--- src/rtl/syn_filt_param_pkg.sv ---
// Shared definitions for the parametrised synthesis filter: scratch base,
// ITU saturation limits, FSM state encoding and a sign-extension helper.
package syn_filt_param_pkg;

    // Default base of the ORDER+LEN word scratch area on the 11-bit bus
    localparam int SYN_FILT_TEMP = 1792;

    localparam logic signed [31:0] MAX_32 = 32'sh7FFF_FFFF;
    localparam logic signed [31:0] MIN_32 = 32'sh8000_0000;
    localparam logic signed [15:0] MAX_16 = 16'sh7FFF;
    localparam logic signed [15:0] MIN_16 = 16'sh8000;

    typedef enum logic [3:0] {
        S_IDLE,
        S_LOADM,
        S_RDX,
        S_RDA0,
        S_MAC0,
        S_RDAI,
        S_RDY,
        S_MSU,
        S_SHR,
        S_WRT,
        S_COPY,
        S_UPD,
        S_FIN
    } state_t;

    // Results go onto the 32-bit bus sign-extended from Q15
    function automatic logic [31:0] sext16(input logic [15:0] v);
        return {{16{v[15]}}, v};
    endfunction

endpackage

--- src/rtl/basic_op_sat.sv ---
// Combinational bit-exact ITU basic ops: L_mult, L_msu, L_shl (fixed shift)
// and round, each with its own saturation flag.
module basic_op_sat
    import syn_filt_param_pkg::*;
#(
    parameter int SHIFT = 3
) (
    input  logic signed [31:0] i_acc,
    input  logic signed [15:0] i_a,
    input  logic signed [15:0] i_b,
    output logic signed [31:0] o_mult,
    output logic               o_mult_ovf,
    output logic signed [31:0] o_msu,
    output logic               o_msu_ovf,
    output logic signed [31:0] o_shl,
    output logic               o_shl_ovf,
    output logic signed [15:0] o_round,
    output logic               o_round_ovf
);

    logic signed [31:0] w_prod;
    logic signed [32:0] w_diff;
    logic signed [47:0] w_shl_wide;
    logic signed [16:0] w_rsum_hi;
    logic               w_diff_sat;

    // Saturating arithmetic; only -32768*-32768 can overflow the doubled product
    always_comb begin
        w_prod      = 32'(i_a) * 32'(i_b);
        o_mult_ovf  = (w_prod == 32'sh4000_0000);
        o_mult      = o_mult_ovf ? MAX_32 : (w_prod <<< 1);

        w_diff      = 33'(i_acc) - 33'(o_mult);
        w_diff_sat  = (w_diff[32] != w_diff[31]);
        o_msu_ovf   = o_mult_ovf | w_diff_sat;
        o_msu       = w_diff_sat ? (w_diff[32] ? MIN_32 : MAX_32) : w_diff[31:0];

        // Shift fits only if every bit above bit 31 still matches the sign
        w_shl_wide  = 48'(i_acc) <<< SHIFT;
        o_shl_ovf   = (w_shl_wide[47:31] != {17{i_acc[31]}});
        o_shl       = o_shl_ovf ? (i_acc[31] ? MIN_32 : MAX_32) : w_shl_wide[31:0];

        // Adding 0x8000 carries into the upper half exactly when bit 15 is set
        w_rsum_hi   = {i_acc[31], i_acc[31:16]} + {16'd0, i_acc[15]};
        o_round_ovf = (w_rsum_hi[16] != w_rsum_hi[15]);
        o_round     = o_round_ovf ? (w_rsum_hi[16] ? MIN_16 : MAX_16) : w_rsum_hi[15:0];
    end

endmodule

--- src/rtl/syn_filt_param.sv ---
// Parametrised G.729-style synthesis filter on the shared scratch memory bus.
// y[n] = round(L_shl(a0*x[n] - sum a[i]*y[n-i], SHIFT)), history kept in scratch.
module syn_filt_param
    import syn_filt_param_pkg::*;
#(
    parameter int ORDER     = 10,
    parameter int LEN       = 40,
    parameter int SHIFT     = 3,
    parameter int TEMP_BASE = SYN_FILT_TEMP,
    parameter int AW        = 11
) (
    input  logic          clk,
    input  logic          reset,
    input  logic          start,
    input  logic          update,
    input  logic [AW-1:0] xAddr,
    input  logic [AW-1:0] aAddr,
    input  logic [AW-1:0] yAddr,
    input  logic [AW-1:0] fMemAddr,
    input  logic [31:0]   memIn,
    output logic [AW-1:0] memReadAddr,
    output logic [AW-1:0] memWriteAddr,
    output logic          memWriteEn,
    output logic [31:0]   memOut,
    output logic          done,
    output logic          overflow,
    output logic          busy
);

    localparam int            CW       = 6;
    localparam logic [CW-1:0] ORD_LAST = CW'(ORDER - 1);
    localparam logic [CW-1:0] ORD_CNT  = CW'(ORDER);
    localparam logic [CW-1:0] LEN_LAST = CW'(LEN - 1);
    localparam logic [AW-1:0] TEMP_A   = AW'(TEMP_BASE);
    localparam logic [AW-1:0] Y_SCR    = AW'(TEMP_BASE + ORDER);

    state_t             r_state;
    logic [CW-1:0]      r_k, r_n, r_i;
    logic               r_ph, r_upd, r_done, r_ovf, r_busy;
    logic signed [15:0] r_x, r_a;
    logic signed [31:0] r_acc;

    logic signed [15:0] w_din, w_op_a, w_round;
    logic signed [31:0] w_mult, w_msu, w_shl;
    logic               w_mult_ovf, w_msu_ovf, w_shl_ovf, w_round_ovf;
    logic [AW-1:0]      w_y_rd, w_upd_base;
    logic               w_unused_hi;

    // Only the low half of the read word carries the Q15 sample
    assign w_din       = memIn[15:0];
    assign w_unused_hi = ^memIn[31:16];
    assign w_op_a      = (r_state == S_MSU) ? r_a : r_x;
    assign w_y_rd      = Y_SCR + AW'(r_n) - AW'(r_i);

    // Short subframes keep part of the old history, so it is taken from scratch
    generate
        if (LEN >= ORDER) begin : g_upd_from_y
            assign w_upd_base = yAddr + AW'(LEN - ORDER);
        end else begin : g_upd_from_scratch
            assign w_upd_base = AW'(TEMP_BASE + LEN);
        end
    endgenerate

    basic_op_sat #(.SHIFT(SHIFT)) u_ops (
        .i_acc      (r_acc),
        .i_a        (w_op_a),
        .i_b        (w_din),
        .o_mult     (w_mult),
        .o_mult_ovf (w_mult_ovf),
        .o_msu      (w_msu),
        .o_msu_ovf  (w_msu_ovf),
        .o_shl      (w_shl),
        .o_shl_ovf  (w_shl_ovf),
        .o_round    (w_round),
        .o_round_ovf(w_round_ovf)
    );

    // Sequencer: load history, per-sample MAC loop, copy out, optional update
    always_ff @(posedge clk or posedge reset) begin
        if (reset) begin
            r_state <= S_IDLE;
            r_k     <= '0;
            r_n     <= '0;
            r_i     <= '0;
            r_ph    <= 1'b0;
            r_upd   <= 1'b0;
            r_done  <= 1'b0;
            r_ovf   <= 1'b0;
            r_busy  <= 1'b0;
            r_x     <= '0;
            r_a     <= '0;
            r_acc   <= '0;
        end else begin
            r_done <= 1'b0;
            case (r_state)
                S_IDLE: begin
                    if (start) begin
                        r_upd   <= update;
                        r_ovf   <= 1'b0;
                        r_busy  <= 1'b1;
                        r_k     <= '0;
                        r_n     <= '0;
                        r_ph    <= 1'b0;
                        r_state <= S_LOADM;
                    end
                end
                S_LOADM: begin
                    r_ph <= ~r_ph;
                    if (r_ph) begin
                        if (r_k == ORD_LAST) begin
                            r_k     <= '0;
                            r_state <= S_RDX;
                        end else begin
                            r_k <= r_k + 1'b1;
                        end
                    end
                end
                S_RDX:  r_state <= S_RDA0;
                S_RDA0: begin
                    r_x     <= w_din;
                    r_state <= S_MAC0;
                end
                S_MAC0: begin
                    r_acc   <= w_mult;
                    r_ovf   <= r_ovf | w_mult_ovf;
                    r_i     <= CW'(1);
                    r_state <= S_RDAI;
                end
                S_RDAI: r_state <= S_RDY;
                S_RDY: begin
                    r_a     <= w_din;
                    r_state <= S_MSU;
                end
                S_MSU: begin
                    r_acc <= w_msu;
                    r_ovf <= r_ovf | w_msu_ovf;
                    if (r_i == ORD_CNT) begin
                        r_state <= S_SHR;
                    end else begin
                        r_i     <= r_i + 1'b1;
                        r_state <= S_RDAI;
                    end
                end
                S_SHR: begin
                    r_acc   <= w_shl;
                    r_ovf   <= r_ovf | w_shl_ovf;
                    r_state <= S_WRT;
                end
                S_WRT: begin
                    r_ovf <= r_ovf | w_round_ovf;
                    if (r_n == LEN_LAST) begin
                        r_n     <= '0;
                        r_k     <= '0;
                        r_ph    <= 1'b0;
                        r_state <= S_COPY;
                    end else begin
                        r_n     <= r_n + 1'b1;
                        r_state <= S_RDX;
                    end
                end
                S_COPY: begin
                    r_ph <= ~r_ph;
                    if (r_ph) begin
                        if (r_k == LEN_LAST) begin
                            r_k     <= '0;
                            r_state <= r_upd ? S_UPD : S_FIN;
                        end else begin
                            r_k <= r_k + 1'b1;
                        end
                    end
                end
                S_UPD: begin
                    r_ph <= ~r_ph;
                    if (r_ph) begin
                        if (r_k == ORD_LAST) begin
                            r_k     <= '0;
                            r_state <= S_FIN;
                        end else begin
                            r_k <= r_k + 1'b1;
                        end
                    end
                end
                S_FIN: begin
                    r_done  <= 1'b1;
                    r_busy  <= 1'b0;
                    r_state <= S_IDLE;
                end
                default: r_state <= S_IDLE;
            endcase
        end
    end

    // Bus decode from registered state/counters; write data, address, enable move together
    always_comb begin
        memReadAddr  = '0;
        memWriteAddr = '0;
        memWriteEn   = 1'b0;
        memOut       = '0;
        case (r_state)
            S_LOADM: begin
                if (!r_ph) begin
                    memReadAddr = fMemAddr + AW'(r_k);
                end else begin
                    memWriteEn   = 1'b1;
                    memWriteAddr = TEMP_A + AW'(r_k);
                    memOut       = sext16(w_din);
                end
            end
            S_RDX:  memReadAddr = xAddr + AW'(r_n);
            S_RDA0: memReadAddr = aAddr;
            S_RDAI: memReadAddr = aAddr + AW'(r_i);
            S_RDY:  memReadAddr = w_y_rd;
            S_WRT: begin
                memWriteEn   = 1'b1;
                memWriteAddr = Y_SCR + AW'(r_n);
                memOut       = sext16(w_round);
            end
            S_COPY: begin
                if (!r_ph) begin
                    memReadAddr = Y_SCR + AW'(r_k);
                end else begin
                    memWriteEn   = 1'b1;
                    memWriteAddr = yAddr + AW'(r_k);
                    memOut       = sext16(w_din);
                end
            end
            S_UPD: begin
                if (!r_ph) begin
                    memReadAddr = w_upd_base + AW'(r_k);
                end else begin
                    memWriteEn   = 1'b1;
                    memWriteAddr = fMemAddr + AW'(r_k);
                    memOut       = sext16(w_din);
                end
            end
            default: ;
        endcase
    end

    assign done     = r_done;
    assign overflow = r_ovf;
    assign busy     = r_busy;

endmodule

--- config.mk ---
export PLATFORM = sky130hd
export DESIGN_NAME = syn_filt_param
export DESIGN_NICKNAME = d
export VERILOG_FILES = /design/src/rtl/syn_filt_param_pkg.sv /design/src/rtl/basic_op_sat.sv /design/src/rtl/syn_filt_param.sv
export SDC_FILE = /design/constraint.sdc
export NUM_CORES = 1
export LEC_CHECK = 0
export CAP_MARGIN = 20
export CORE_MARGIN = 3
export CORE_UTILIZATION = 25
export DETAILED_ROUTE_END_ITERATION = 16
export PLACE_DENSITY_LB_ADDON = 0.12
export SYNTH_ARGS = -nofsm -noshare
export SYNTH_HDL_FRONTEND = slang
export SYNTH_SLANG_ARGS = --single-unit
--- constraint.sdc ---
create_clock -name clk -period 16.38 [get_ports clk]
set_input_delay 2.457 -clock clk [delete_from_list [all_inputs] [get_ports clk]]
set_output_delay 2.457 -clock clk [all_outputs]
set_load 0.1 [all_outputs]
==> results of run 1 <==
## stage by stage
step / setup WS, ns / utilization [%] / cells
finish: 1.81 / 28.7 / 3486
global route: 1.04 / 28.7 / 3484
CTS: 1.75 / 28.7 / 3483
detailed placement: 1.36 / 28.3 / 3467
global placement: 1.43 / 28.3 / 3467
floorplan: 3.50 / - / 2388
## layout by cell type, fill, tap and decap left out, types with 8 or more instances in the layout
master / instances
o211ai_1: 44
dfrtp_1: 91
mux2i_1: 9
fa_1: 269
o21bai_1: 12
and2_1: 123
a41oi_1: 10
nand3_1: 35
nand4_1: 24
o21ai_0: 91
nor3_1: 21
xnor2_1: 85
clkdlybuf4s50_1: 121
buf_4: 44
a211oi_1: 10
or3_1: 10
nand2_1: 292
and3_1: 18
o21a_1: 9
inv_1: 276
clkbuf_16: 9
xor2_1: 43
a22oi_1: 19
a221oi_1: 8
a22o_1: 20
a21o_1: 44
ha_1: 162
a21oi_1: 92
nor2_1: 169
o211ai_2: 13
a41oi_2: 15
nor2b_1: 47
nand2b_1: 27
a31oi_1: 14
mux2_2: 19
## synthesized netlist by cell type, types with 47 or more instances
library cell and count:
ha_1 162, nor2_1 170, dfrtp_1 91, fa_1 269, nand2_1 292, xnor2_1 85
nor2b_1 47, a21oi_1 92, inv_1 277, o21ai_0 91, clkbuf_1 97, and2_1 123
## cell type report
type	instances	area, sq um	share of cell area (%)
multi-input combinational	1883	16400	71.6
sequential	91	2280	9.95
timing repair buffer	165	1540	6.74
tap	1050	1310	5.74
inverter	279	1050	4.59
clock buffer	9	225	0.984
clock inverter	7	76.3	0.334
antenna	2	5.00	0.0219
## cells by family (layout without fill, tap and decap cells)
family | after synthesis | after routing | share of synthesized area [%]
DFF | 91 | 91 | 11.2
AOI/OAI and AO/OA | 479 | 479 | 17.3
adders and majority gates | 436 | 436 | 36.7
muxes | 28 | 28 | 1.50
buffers and inverters | 414 | 460 | 8.30
and+or+nand+nor | 811 | 811 | 19.4
xor gates and xnor gates | 129 | 129 | 5.65
other | 0 | 2 | 0
## metal layers
| metal | wire length [um] | track usage, % |
|---|---|---|
| met5 | 0 | 0 |
| met4 | 1770 | 4.26 |
| met3 | 3080 | 2.24 |
| met2 | 32900 | 27.7 |
| met1 | 32700 | 23.2 |
## state kept, by name (all words and copies together) (netlist names)
signal	count
r_x	16
r_a	16
busy	1
r_n	6
r_k	6
overflow	1
done	1
r_upd	1
r_acc	32
r_state	4
r_i	6
r_ph	1
## critical path: cells and delay by family
kind | cells | cell delay (ns)
AO/OA/AOI/OAI | 13 | 4.07
adder cells (fa/ha/maj) | 9 | 4.09
buffers and inverters | 4 | 2.09
AND/OR/NAND/NOR | 10 | 2.14
## worst paths after layout
check / slack, ns / endpoint / start
hold / removal: 0.48 / r_a[4]$_DFFE_PP0P_ / r_a[4]$_DFFE_PP0P_
hold reg to reg: 0.48 / r_a[4]$_DFFE_PP0P_ / r_a[4]$_DFFE_PP0P_
setup / recovery: 1.81 / r_acc[28]$_DFFE_PP0P_ / memIn[15]
setup reg to reg: 2.27 / r_acc[28]$_DFFE_PP0P_ / r_state[1]$_DFFE_PP0P_
max in group asynchronous: 12.65 / r_a[9]$_DFFE_PP0P_ / reset
min in group asynchronous: 2.48 / r_acc[1]$_DFFE_PP0P_ / reset
==> impl_metrics.json, run 1 <==
{
  "status": "complete, no violations",
  "synth_cells": 2388,
  "gp_congestion": 0.849,
  "insertion_delay_ns": 0.38,
  "finalCritPeriodShare_pct": 89.0,
  "gr-total-overflow": 0,
  "die_y_um": 291,
  "die-area_sq_um": 84700,
  "r2r_cells": 38,
  "port_buffers": 121,
  "io_pins": 138,
  "drt_pass1_iterations": 5,
  "rsz0062_at_grt": "no",
  "synth_top_cell_area_share_pct": 26.5,
  "syn_to_final_growth_pct": 12.6,
  "ctsHoldBuffers": 0,
  "fmax_mhz": 68.6,
  "grt_max_degree": 60,
  "hold_path_depth": 2,
  "cp_max_fo": 27,
  "start_kind": "input port",
  "fp-row-count": 103,
  "hpwl_um": 56600,
  "first_iter_violations": 1016,
  "vias": 17224,
  "grt_util_all_layers_pct": 16.8,
  "critPathMaxStageDelay_ns": 0.83,
  "synth_top_area_cell": "fa_1",
  "cts.clk_slew.worst_paths_ns": 0.09,
  "grt_first_pass_wirelength_um": 112000,
  "yosysWarnings": 0,
  "cts_buffers": 9,
  "antenna_found_initial": 1,
  "synth.cell_area_sq_um": 20300,
  "critPathCaptureType": "flip-flop",
  "cp.required_ns": 16.68,
  "place_area_sq_um": 22600,
  "relSlewSlack_pct": 30.8,
  "timing.hold.ws_ns": 0.475,
  "drive_above_1_share_pct": 5.88,
  "start_util_pct": 25.5,
  "critical_path_class": "input port to flip-flop",
  "cts_resized": 0,
  "ys_top_cells_by_area": "fa_1 27%, dfrtp_1 11%, ha_1 10%",
  "cp_slowest_cell": "a211oi_4",
  "hold_class": "flip-flop to flip-flop",
  "cts_tree": "yes",
  "cts_buffer_depth": 2,
  "synth_edf_count": 0,
  "fillers": 8490,
  "grt_pass1_vias": 18386,
  "synth-async-reset-ratio_pct": 100,
  "yosysSeqAreaShare_pct": 11.2,
  "cts-root-buf": "clkbuf_16",
  "fin_worst_skew_ns": 0.0164,
  "setup_tns_ns": 0,
  "fin_nets": 2940,
  "htree_levels": 3,
  "coreArea_sq_um": 79800,
  "synth_seq_cells": 91,
  "clock_sinks": 91,
  "drv_cap": 0,
  "stdcell_area_sq_um": 22900,
  "synth_area_per_cell_sq_um": 8.51,
  "ys_types": 98,
  "ys.flop_type": "dfrtp_1",
  "synth_nets": 2899,
  "route.detailed.drc": 0,
  "die_w_um": 291,
  "period_needed_ns": 14.57,
  "crit_top_cell": "fa_1",
  "wire_per_inst_um": 20.2,
  "hold_viol": 0,
  "worst_slew_pin_slew_ns": 1.04,
  "drt-total-wl_um": 70400,
  "setup_violations": 0,
  "cp_data_arrival_time_ns": 14.87,
  "final-max-slew-violation-count": 0,
  "cts_setup_buffers": 0,
  "vias_per_cell": 4.94,
  "drtAntennaViolNets": 0
}
Power of run 1 is not shown: default switching activity piles up to over one toggle a cycle in this logic, so the estimate is an artifact.
==> run 2: changes to the inputs <==
Settings changed: CORE_UTILIZATION 25 to 35.
==> run 2 against run 1 <==
Net effect:
- first-iteration DRC count grew 19%
- routed wire length shrank 7.8%
- non-clock buffer count shrank 4
- utilization grew 11 points
- global-route usage grew 5.1 points
- flip-flop and latch count is the same
- critical path depth grew 1
- fmax shrank 0.68%
- via count grew 1.0%
- setup slack lost 0.10 ns
- count of clock-buffer cells in the layout is the same
- final cell count shrank 8.6%
- critical endpoint is now r_acc[18]$_DFFE_PP0P_
- largest cell class unchanged
==> impl_metrics.json, run 2 (synthesis results as in run 1) <==
{
  "drt_pass1_iterations": 5,
  "critPathCaptureType": "flip-flop",
  "port_buffers": 121,
  "ctsHoldBuffers": 0,
  "antenna_found_initial": 1,
  "grt_util_all_layers_pct": 21.9,
  "cts-root-buf": "clkbuf_16",
  "grt_use_met2_pct": 36.7,
  "die-area_sq_um": 61000,
  "hpwl_um": 51700,
  "max_flop_register": "r_acc",
  "largest_reg_flops": 32,
  "finalCritPeriodShare_pct": 89.6,
  "drtAntennaViolNets": 0,
  "critical_path_class": "input port to flip-flop",
  "fin_worst_skew_ns": 0.0153,
  "setup_violations": 0,
  "coreArea_sq_um": 56900,
  "drive_above_1_share_pct": 5.72,
  "cts.clk_slew.worst_paths_ns": 0.07,
  "hold_viol": 0,
  "layout_common_cells": "292 x nand2_1, 276 x inv_1, 269 x fa_1",
  "rsz0062_at_grt": "no",
  "layout_commonest_cell": "nand2_1",
  "drv_cap": 0,
  "insertion_delay_ns": 0.38,
  "final-max-slew-violation-count": 0,
  "relSlewSlack_pct": 24.0,
  "die_y_um": 247,
  "vias_per_cell": 5.46,
  "cp_max_fo": 27,
  "cts_setup_buffers": 0,
  "first_iter_violations": 1210,
  "setup_tns_ns": 0,
  "cts_resized": 0,
  "crit_top_cell": "fa_1",
  "largestRegisters": "r_acc (32), r_a (16), r_x (16)",
  "met3_usage_pct": 2.34,
  "cts_buffer_depth": 2,
  "htree_levels": 3,
  "die_w_um": 247,
  "fp-row-count": 87,
  "fmax_mhz": 68.2,
  "start_util_pct": 35.7,
  "route.detailed.drc": 0,
  "io_pins": 138,
  "cts_tree": "yes",
  "wire_per_inst_um": 20.4,
  "cts_buffers": 9,
  "syn_to_final_growth_pct": 10.6,
  "clock_sinks": 91,
  "grt_max_degree": 66,
  "grt_use_met1_pct": 30.1,
  "gp_congestion": 0.874,
  "hold_class": "flip-flop to flip-flop",
  "worst_slew_pin_slew_ns": 1.14,
  "start_kind": "input port",
  "cp_slowest_cell": "clkdlybuf4s50_1",
  "fin_nets": 2936,
  "drt-total-wl_um": 65000,
  "final_util_pct": 39.5,
  "cp_data_arrival_time_ns": 14.96,
  "grt_pass1_vias": 18196,
  "grt_first_pass_wirelength_um": 105000,
  "period_needed_ns": 14.67,
  "grt_busiest_layer": "met2",
  "status": "complete, no violations",
  "gr-total-overflow": 0,
  "n_antenna_cell": 0,
  "critPathMaxStageDelay_ns": 1.11,
  "cp.required_ns": 16.67,
  "vias": 17403
}
-- run 2: critical path: cells and delay by family --
kind | cells | cell delay (ns)
compound gates | 13 | 3.49
buf+inv | 4 | 1.95
simple gates | 11 | 2.42
fa+ha+maj | 9 | 4.54
-- run 2: worst paths after layout --
kind / from / end / slack, ns / depth (start not counted)
worst max-delay path: memIn[1] / r_acc[18]$_DFFE_PP0P_ / 1.71 / 37
worst min register to register: r_a[2]$_DFFE_PP0P_ / r_a[2]$_DFFE_PP0P_ / 0.49 / 2
min in group asynchronous: reset / r_acc[25]$_DFFE_PP0P_ / 2.45 / 2
worst max register to register: r_state[2]$_DFFE_PP0P_ / r_acc[18]$_DFFE_PP0P_ / 1.89 / 38
worst min-delay path: r_a[2]$_DFFE_PP0P_ / r_a[2]$_DFFE_PP0P_ / 0.49 / 2
max in group asynchronous: reset / r_x[6]$_DFFE_PP0N_ / 12.64 / 3
-- run 2: final cells by class --
type	count	area, sq um
Clock inverter	7	76.3
Multi-Input combinational cell	1883	16400
Timing Repair Buffer	161	1510
Fill cell	5822	34500
Inverter	279	1050
Sequential cell	91	2280
Clock buffer	9	225
Tap cell	756	946
-- run 2: metal layers --
| layer | wire length, um | share of wire (%) |
|---|---|---|
| met1 | 29300 | 45 |
| met2 | 31200 | 48 |
| met3 | 2860 | 4.4 |
| met4 | 1620 | 2.5 |
| met5 | 8 | 0.012 |
-- run 2: stage by stage --
step | setup WS, ns | instances | hold slack [ns] | cell area [sq um]
global route | 1.02 | 3186 | 0.509 | 22500
detailed placement | 1.40 | 3169 | 0.466 | 22200
floorplan | 3.50 | 2388 | 0.442 | 20300
CTS | 1.77 | 3185 | 0.486 | 22500
global placement | 1.51 | 3169 | 0.454 | 22200
finish | 1.71 | 3186 | 0.486 | 22500
Power of run 2 is left out for the same reason.
